$ cat config.mk
export PLATFORM = sky130hd
export DESIGN_NAME = alu_seq
export DESIGN_NICKNAME = d
export VERILOG_FILES = /design/src/rtl/alu_seq.sv
export SDC_FILE = /design/constraint.sdc
export NUM_CORES = 1
export LEC_CHECK = 0
export CAP_MARGIN = 20
export CORE_ASPECT_RATIO = 0.75
export CORE_MARGIN = 2
export CORE_UTILIZATION = 35
export DETAILED_ROUTE_END_ITERATION = 10
export PLACE_DENSITY_LB_ADDON = 0.1
export SKIP_CTS_REPAIR_TIMING = 1
export SLEW_MARGIN = 10
export SYNTH_ARGS = -nofsm -noshare
export SYNTH_HDL_FRONTEND = slang
export SYNTH_SLANG_ARGS = --single-unit
$ cat constraint.sdc
create_clock -name clk_i -period 5.25 [get_ports clk_i]
set_input_delay 0.525 -clock clk_i [delete_from_list [all_inputs] [get_ports clk_i]]
set_output_delay 0.525 -clock clk_i [all_outputs]
set_load 0.1 [all_outputs]
$ cat src/rtl/alu_seq.sv
// Registered accumulator ALU: single-cycle ops plus an optional iterative shift-add MUL.
// Define ALU_MUL_EN to build the multiplier; otherwise opcode 1001 passes A like any unused code.
module alu_seq #(
    parameter int unsigned WIDTH = 8,
    parameter int unsigned CNT_W = $clog2(WIDTH + 1)
) (
    input  logic             clk_i,
    input  logic             rst_i,
    input  logic             start_i,
    input  logic [3:0]       opcode_i,
    input  logic [WIDTH-1:0] acc_data_i,
    input  logic [WIDTH-1:0] mem_out_i,
    output logic [WIDTH-1:0] result_o,
    output logic             is_zero_o,
    output logic             carry_o,
    output logic             busy_o,
    output logic             done_o
);

    localparam logic [3:0] OpAdd = 4'b0010;
    localparam logic [3:0] OpAnd = 4'b0011;
    localparam logic [3:0] OpXor = 4'b0100;
    localparam logic [3:0] OpLda = 4'b0101;
    localparam logic [3:0] OpSub = 4'b1000;
    localparam logic [3:0] OpShl = 4'b1010;
    localparam logic [3:0] OpShr = 4'b1011;

    logic [WIDTH-1:0] result_q, result_d;
    logic             zero_q, zero_d;
    logic             carry_q, carry_d;
    logic             done_q, done_d;

    logic [WIDTH-1:0] sc_res;
    logic             sc_carry;

    always_comb begin
        sc_res   = acc_data_i;
        sc_carry = 1'b0;
        case (opcode_i)
            OpAdd: {sc_carry, sc_res} = {1'b0, acc_data_i} + {1'b0, mem_out_i};
            OpAnd: sc_res = acc_data_i & mem_out_i;
            OpXor: sc_res = acc_data_i ^ mem_out_i;
            OpLda: sc_res = mem_out_i;
            OpSub: begin
                sc_res   = acc_data_i - mem_out_i;
                sc_carry = acc_data_i < mem_out_i;
            end
            OpShl: {sc_carry, sc_res} = {acc_data_i, 1'b0};
            OpShr: begin
                sc_res   = {1'b0, acc_data_i[WIDTH-1:1]};
                sc_carry = acc_data_i[0];
            end
            default: ;
        endcase
    end

`ifdef ALU_MUL_EN
    localparam logic [3:0] OpMul = 4'b1001;

    typedef enum logic {StIdle, StMul} state_e;

    state_e             state_q, state_d;
    logic [CNT_W-1:0]   cnt_q, cnt_d;
    logic [2*WIDTH-1:0] mcand_q, mcand_d;
    logic [WIDTH-1:0]   mplier_q, mplier_d;
    logic [2*WIDTH-1:0] prod_q, prod_d;
    logic [2*WIDTH-1:0] prod_step;

    // Final iteration's partial product feeds the result on the completion edge.
    assign prod_step = mplier_q[0] ? (prod_q + mcand_q) : prod_q;

    always_comb begin
        result_d = result_q;
        carry_d  = carry_q;
        done_d   = 1'b0;
        state_d  = state_q;
        cnt_d    = cnt_q;
        mcand_d  = mcand_q;
        mplier_d = mplier_q;
        prod_d   = prod_q;
        case (state_q)
            StIdle: begin
                if (start_i) begin
                    if (opcode_i == OpMul) begin
                        mcand_d  = {{WIDTH{1'b0}}, acc_data_i};
                        mplier_d = mem_out_i;
                        prod_d   = '0;
                        cnt_d    = CNT_W'(WIDTH);
                        state_d  = StMul;
                    end else begin
                        result_d = sc_res;
                        carry_d  = sc_carry;
                        done_d   = 1'b1;
                    end
                end
            end
            StMul: begin
                prod_d   = prod_step;
                mcand_d  = mcand_q << 1;
                mplier_d = mplier_q >> 1;
                cnt_d    = cnt_q - CNT_W'(1);
                if (cnt_q == CNT_W'(1)) begin
                    result_d = prod_step[WIDTH-1:0];
                    carry_d  = |prod_step[2*WIDTH-1:WIDTH];
                    done_d   = 1'b1;
                    state_d  = StIdle;
                end
            end
            default: state_d = StIdle;
        endcase
        zero_d = (result_d == '0);
    end

    assign busy_o = (state_q == StMul);

    always_ff @(posedge clk_i) begin
        if (rst_i) begin
            state_q  <= StIdle;
            cnt_q    <= '0;
            mcand_q  <= '0;
            mplier_q <= '0;
            prod_q   <= '0;
        end else begin
            state_q  <= state_d;
            cnt_q    <= cnt_d;
            mcand_q  <= mcand_d;
            mplier_q <= mplier_d;
            prod_q   <= prod_d;
        end
    end
`else
    always_comb begin
        result_d = result_q;
        carry_d  = carry_q;
        done_d   = 1'b0;
        if (start_i) begin
            result_d = sc_res;
            carry_d  = sc_carry;
            done_d   = 1'b1;
        end
        zero_d = (result_d == '0);
    end

    assign busy_o = 1'b0;
`endif

    always_ff @(posedge clk_i) begin
        if (rst_i) begin
            result_q <= '0;
            zero_q   <= 1'b1;
            carry_q  <= 1'b0;
            done_q   <= 1'b0;
        end else begin
            result_q <= result_d;
            zero_q   <= zero_d;
            carry_q  <= carry_d;
            done_q   <= done_d;
        end
    end

    assign result_o  = result_q;
    assign is_zero_o = zero_q;
    assign carry_o   = carry_q;
    assign done_o    = done_q;

endmodule
---- Yosys cells after proc, flatten, opt, wreduce, memory -nomap -nowiden ----
Cells that the tools add are included.
storage, ports and cells
  flip-flop bits (word level) ............. 11
  logic and storage cells ................. 21
  input bits .............................. 23
  output and inout port bits .............. 12
operators by class
  reductions and logical operators ........ 1
  bitwise gates (word level) .............. 2
  $lt $le $gt $ge ......................... 1
  eq/ne operators ......................... 7
  add/subtract/negate cells ............... 2
  mux-type cells .......................... 4
operators by type and width
  cell                  count
  $pmux W8 S7           1
  $eq A4 B4 Y1 const B  3
  $add A8 B8 Y9         1
  $and A8 B8 Y8         1
  $eq A4 B2 Y1 const B  2
  $eq A4 B3 Y1 const B  2
  $logic_not A8 Y1      1
  $lt A8 B8 Y1          1
  $mux W8               1
  $sub A8 B8 Y8         1
  $xor A8 B8 Y8         1
  $pmux W1 S4           1
  $mux W1               1

---- Longest topological paths before layout ----
  depth after elaboration ................. 4
  mapped depth ............................ 10
  mapped depth without buffers ............ 10

---- Worst setup path before layout ----
No wires, ideal clock.
  kind .................................... input -> register
  from .................................... input port acc_data_i[0]
  to ...................................... register zero_q, in the netlist is_zero_o
  setup time .............................. 0.129 ns
  arrival time ............................ 2.239 ns
  stages on the path ...................... 10
  data required time ...................... 5.121 ns
  slack ................................... 2.882 ns
  cells stage by stage .................... inv_1 ha_1 fa_1 nand3b_1 nand2_1 xor2_1 a2111oi_0 a221o_1 a41oi_1 nor3_1
on the way
  cells in the longest elaborated chain, start to end .. 4
RTL lines
  item                                         RTL line  source
  start: declaration                           11        input logic [WIDTH-1:0] acc_data_i,
  $sub A8 B8 Y8, or another cell as far along  45        sc_res = acc_data_i - mem_out_i;
  $pmux W8 S7 (*)                              39        case (opcode_i)
  $mux W8 (*)                                  136       if (start_i) begin
  $logic_not A8 Y1 (*)                         141       zero_d = (result_d == '0);
  end signal: assignment                       155       zero_q <= zero_d;
  end: declaration                             29        logic zero_q, zero_d;
Mark *: on every way between the ends. The rest lies on a longest branch, timed or not.
A chain may end at the register's enable or synchronous reset.

---- Worst setup path after layout ----
  from .................................... input port opcode_i[3]
  to ...................................... register zero_q, in the netlist is_zero_o
on the way
  cells in the longest elaborated chain, start to end .. 4
RTL lines
  item                                        RTL line  source
  start: declaration                          10        input logic [3:0] opcode_i,
  $eq A4 B4 Y1, or another cell as far along  39
  $pmux W8 S7 (*)                             39
  $mux W8 (*)                                 136
  $logic_not A8 Y1 (*)                        141
Marked as above.

==> flow_summary.yaml <==
run_status:
  outcome: "complete, no violations"
job:
  maxCapViolations: 0
timing:
  fmax_mhz: 304
  finalHoldViolations: 0
  fin_crit_ns: 3.29
  final-setup-viol-count: 0
  rsz0062_at_grt: "no"
  fin_worst_skew_ns: 0.00206
  fin_crit_sh: 0.627
  setup_tns_ns: 0
  tightest_slew_ns: 1.03
  hold_ws_ns: 0.472
  drv_slew: 0
  slew_headroom: 0.312
final_layout:
  final_cells: 341
  diodes: 0
  area_delta_synth_final_pct: 19.9
  drive_gt1_frac: 0.0409
  stdcell_area_sq_um: 2240
  num-nets-final: 312
detailed_routing:
  via_per_inst: 5.72
  drc: 0
  antenna_left: 0
  drt-total-wl_mm: 5.79
  dr.pass1.iters: 4
  wl_per_cell_um: 17.0
  vias: 1949
  drt-initial-drc-count: 137
floorplan:
  row_count: 22
  die_h_um: 67.2
  start_util: 0.372
  die_w_um: 88.3
  core_region_area_sq_um: 5010
  dieArea_sq_um: 5930
  pin_count: 35
logic_synthesis:
  synth_xor_area_frac: 0.0188
  netlist_area_sq_um: 1860
  synth_mux_area_frac: 0.0658
  synth_warnings: 0
  synth_top_cells_by_count: "31 x nor2_1, 17 x ha_1, 17 x inv_1"
  ys_seq_area_frac: 0.118
  ys_ff_latch: 11
  synth.area.top_cells: "dfxtp_1 12%, ha_1 11%, nor2_1 6.2%"
  synth_top_area_cell: "dfxtp_1"
  synth_cells: 251
  synth_edf_count: 0
  synth-simple-area-share: 0.281
  synth_area_per_cell_sq_um: 7.43
  post-synth-top-count-cell: "nor2_1"
  synth_top_area_share: 0.118
  ys.flop_type: "dfxtp_1"
  synth-async-reset-ratio: 0
  synth_top_family_by_area: "compound AO/OA/AOI/OAI gates"
  ys_types: 62
  synthAdderAreaFrac: 0.136
  syn_nets: 293
  synth_compound_area_frac: 0.289
setup_path:
  arrival_ns: 3.46
  worst_ep_required_time_ns: 5.41
  cp-start-kind: "primary input"
  r2r_cells: 4
  path_class: "in -> reg"
  worstSetupEndpointType: "flip-flop"
  path_max_fanout: 14
clocking:
  root_buffer: "clkbuf_8"
  clk_latency_ns: 0.24
  ctsHtreeMaxLevel: 1
  cts_tree: "built"
  cts_buffer_depth: 2
  path_clk_slew_ns: 0.05
  cts_sinks: 11
  cts_buffers: 3
placement:
  numPortBuffers: 33
  dp_hpwl_mm: 4.45
  placedCellCount: 337
  gp_congestion: 0.928
  placed_area_sq_um: 2190
global_routing:
  grt_util_all_layers: 0.209
  antenna_found_initial: 0
  grt_max_degree: 29
  grt_overflow: 0
  grt_pass1_vias: 1821
  grt_pass1_wl_mm: 9.48
power_and_ir_drop:
  p_per_area_nw_per_um2: 182
  finalPower_mw: 0.406
  p_leak_nw: 0.895
  vdd_drop_max_v: 0.0000783
worst_hold_path:
  hold_class: "reg -> reg"
  hold_path_depth: 2
where the power goes:
group,total (mW),switching [mW],internal [mW],leakage (nW)
combinational,0.228,0.147,0.0806,0.781
clock,0.0853,0.0320,0.0533,0.0228
sequential,0.0930,0.00275,0.0903,0.0912
total,0.406,0.182,0.224,0.895
state kept, by name (all words and copies together), names as in the netlist:
signal / count
result_o: 8
carry_o: 1
done_o: 1
is_zero_o: 1
area by class of cell:
type	count	area [sq um]
Tap cell	72	90.1
Sequential cell	11	220
Fill cell	533	2770
Timing Repair Buffer	34	338
Inverter	18	67.6
Multi-Input combinational cell	202	1480
Clock buffer	4	45.0
routing by layer:
metal | vias to the layer above | routed length [um] | track usage
met3 | 12 | 421 | 0.0318
met5 | - | 0 | 0
li1 | 965 | - | -
met4 | 0 | 114 | 0.0549
met2 | 77 | 2340 | 0.302
met1 | 895 | 2910 | 0.319
path summary, 6_finish.rpt:
path              slack (ns)                   start                    to
hold reg to reg         0.47    carry_o$_SDFFE_PP0P_  carry_o$_SDFFE_PP0P_
hold / removal          0.47    carry_o$_SDFFE_PP0P_  carry_o$_SDFFE_PP0P_
setup / recovery        1.96             opcode_i[3]  is_zero_o$_SDFF_PP1_
setup reg to reg        3.97  result_o[0]$_SDFF_PP0_  is_zero_o$_SDFF_PP1_
layout by cell type (no fill, tap or decap), types with 3 or more instances in the layout:
cell	netlist	final
a21oi_1	13	13
nor2b_1	8	8
o21ai_1	4	4
nand2_1	14	14
o211ai_1	6	6
dfxtp_1	11	11
or4b_1	3	3
ha_1	17	17
a211oi_1	5	5
nor3b_1	4	4
nand2b_1	5	5
nor3_1	8	8
o21ai_0	7	7
and3_1	3	3
inv_1	17	17
clkbuf_8	0	3
nor2_1	31	31
mux2i_1	10	10
clkdlybuf4s50_1	0	33
o22ai_1	6	6
worst max-delay path, stage by stage:
cell             delay (ns)
clkdlybuf4s50_1        0.89
buf_4                  0.31
nor2b_1                0.37
o21ai_1                0.17
nand2_1                0.30
mux2_1                 0.35
a31oi_1                0.16
a311oi_1               0.15
nor3_1                 0.22
per-stage QoR:
stage | setup WS (ns) | util
2_1_floorplan | 2.88 | -
3_3_place_gp | 1.70 | 0.437
3_5_place_dp | 1.78 | 0.437
4_1_cts | 2.02 | 0.446
5_1_grt | 1.74 | 0.446
6_report | 1.96 | 0.446
cell families after synthesis:
group           count (synthesis)
fa+ha+maj                      19
flops                          11
xor+xnor                        4
other cells                     1
compound gates                 73
simple gates                   93
buf+inv                        38
mux                            12
(Power assumes the default switching activity.)
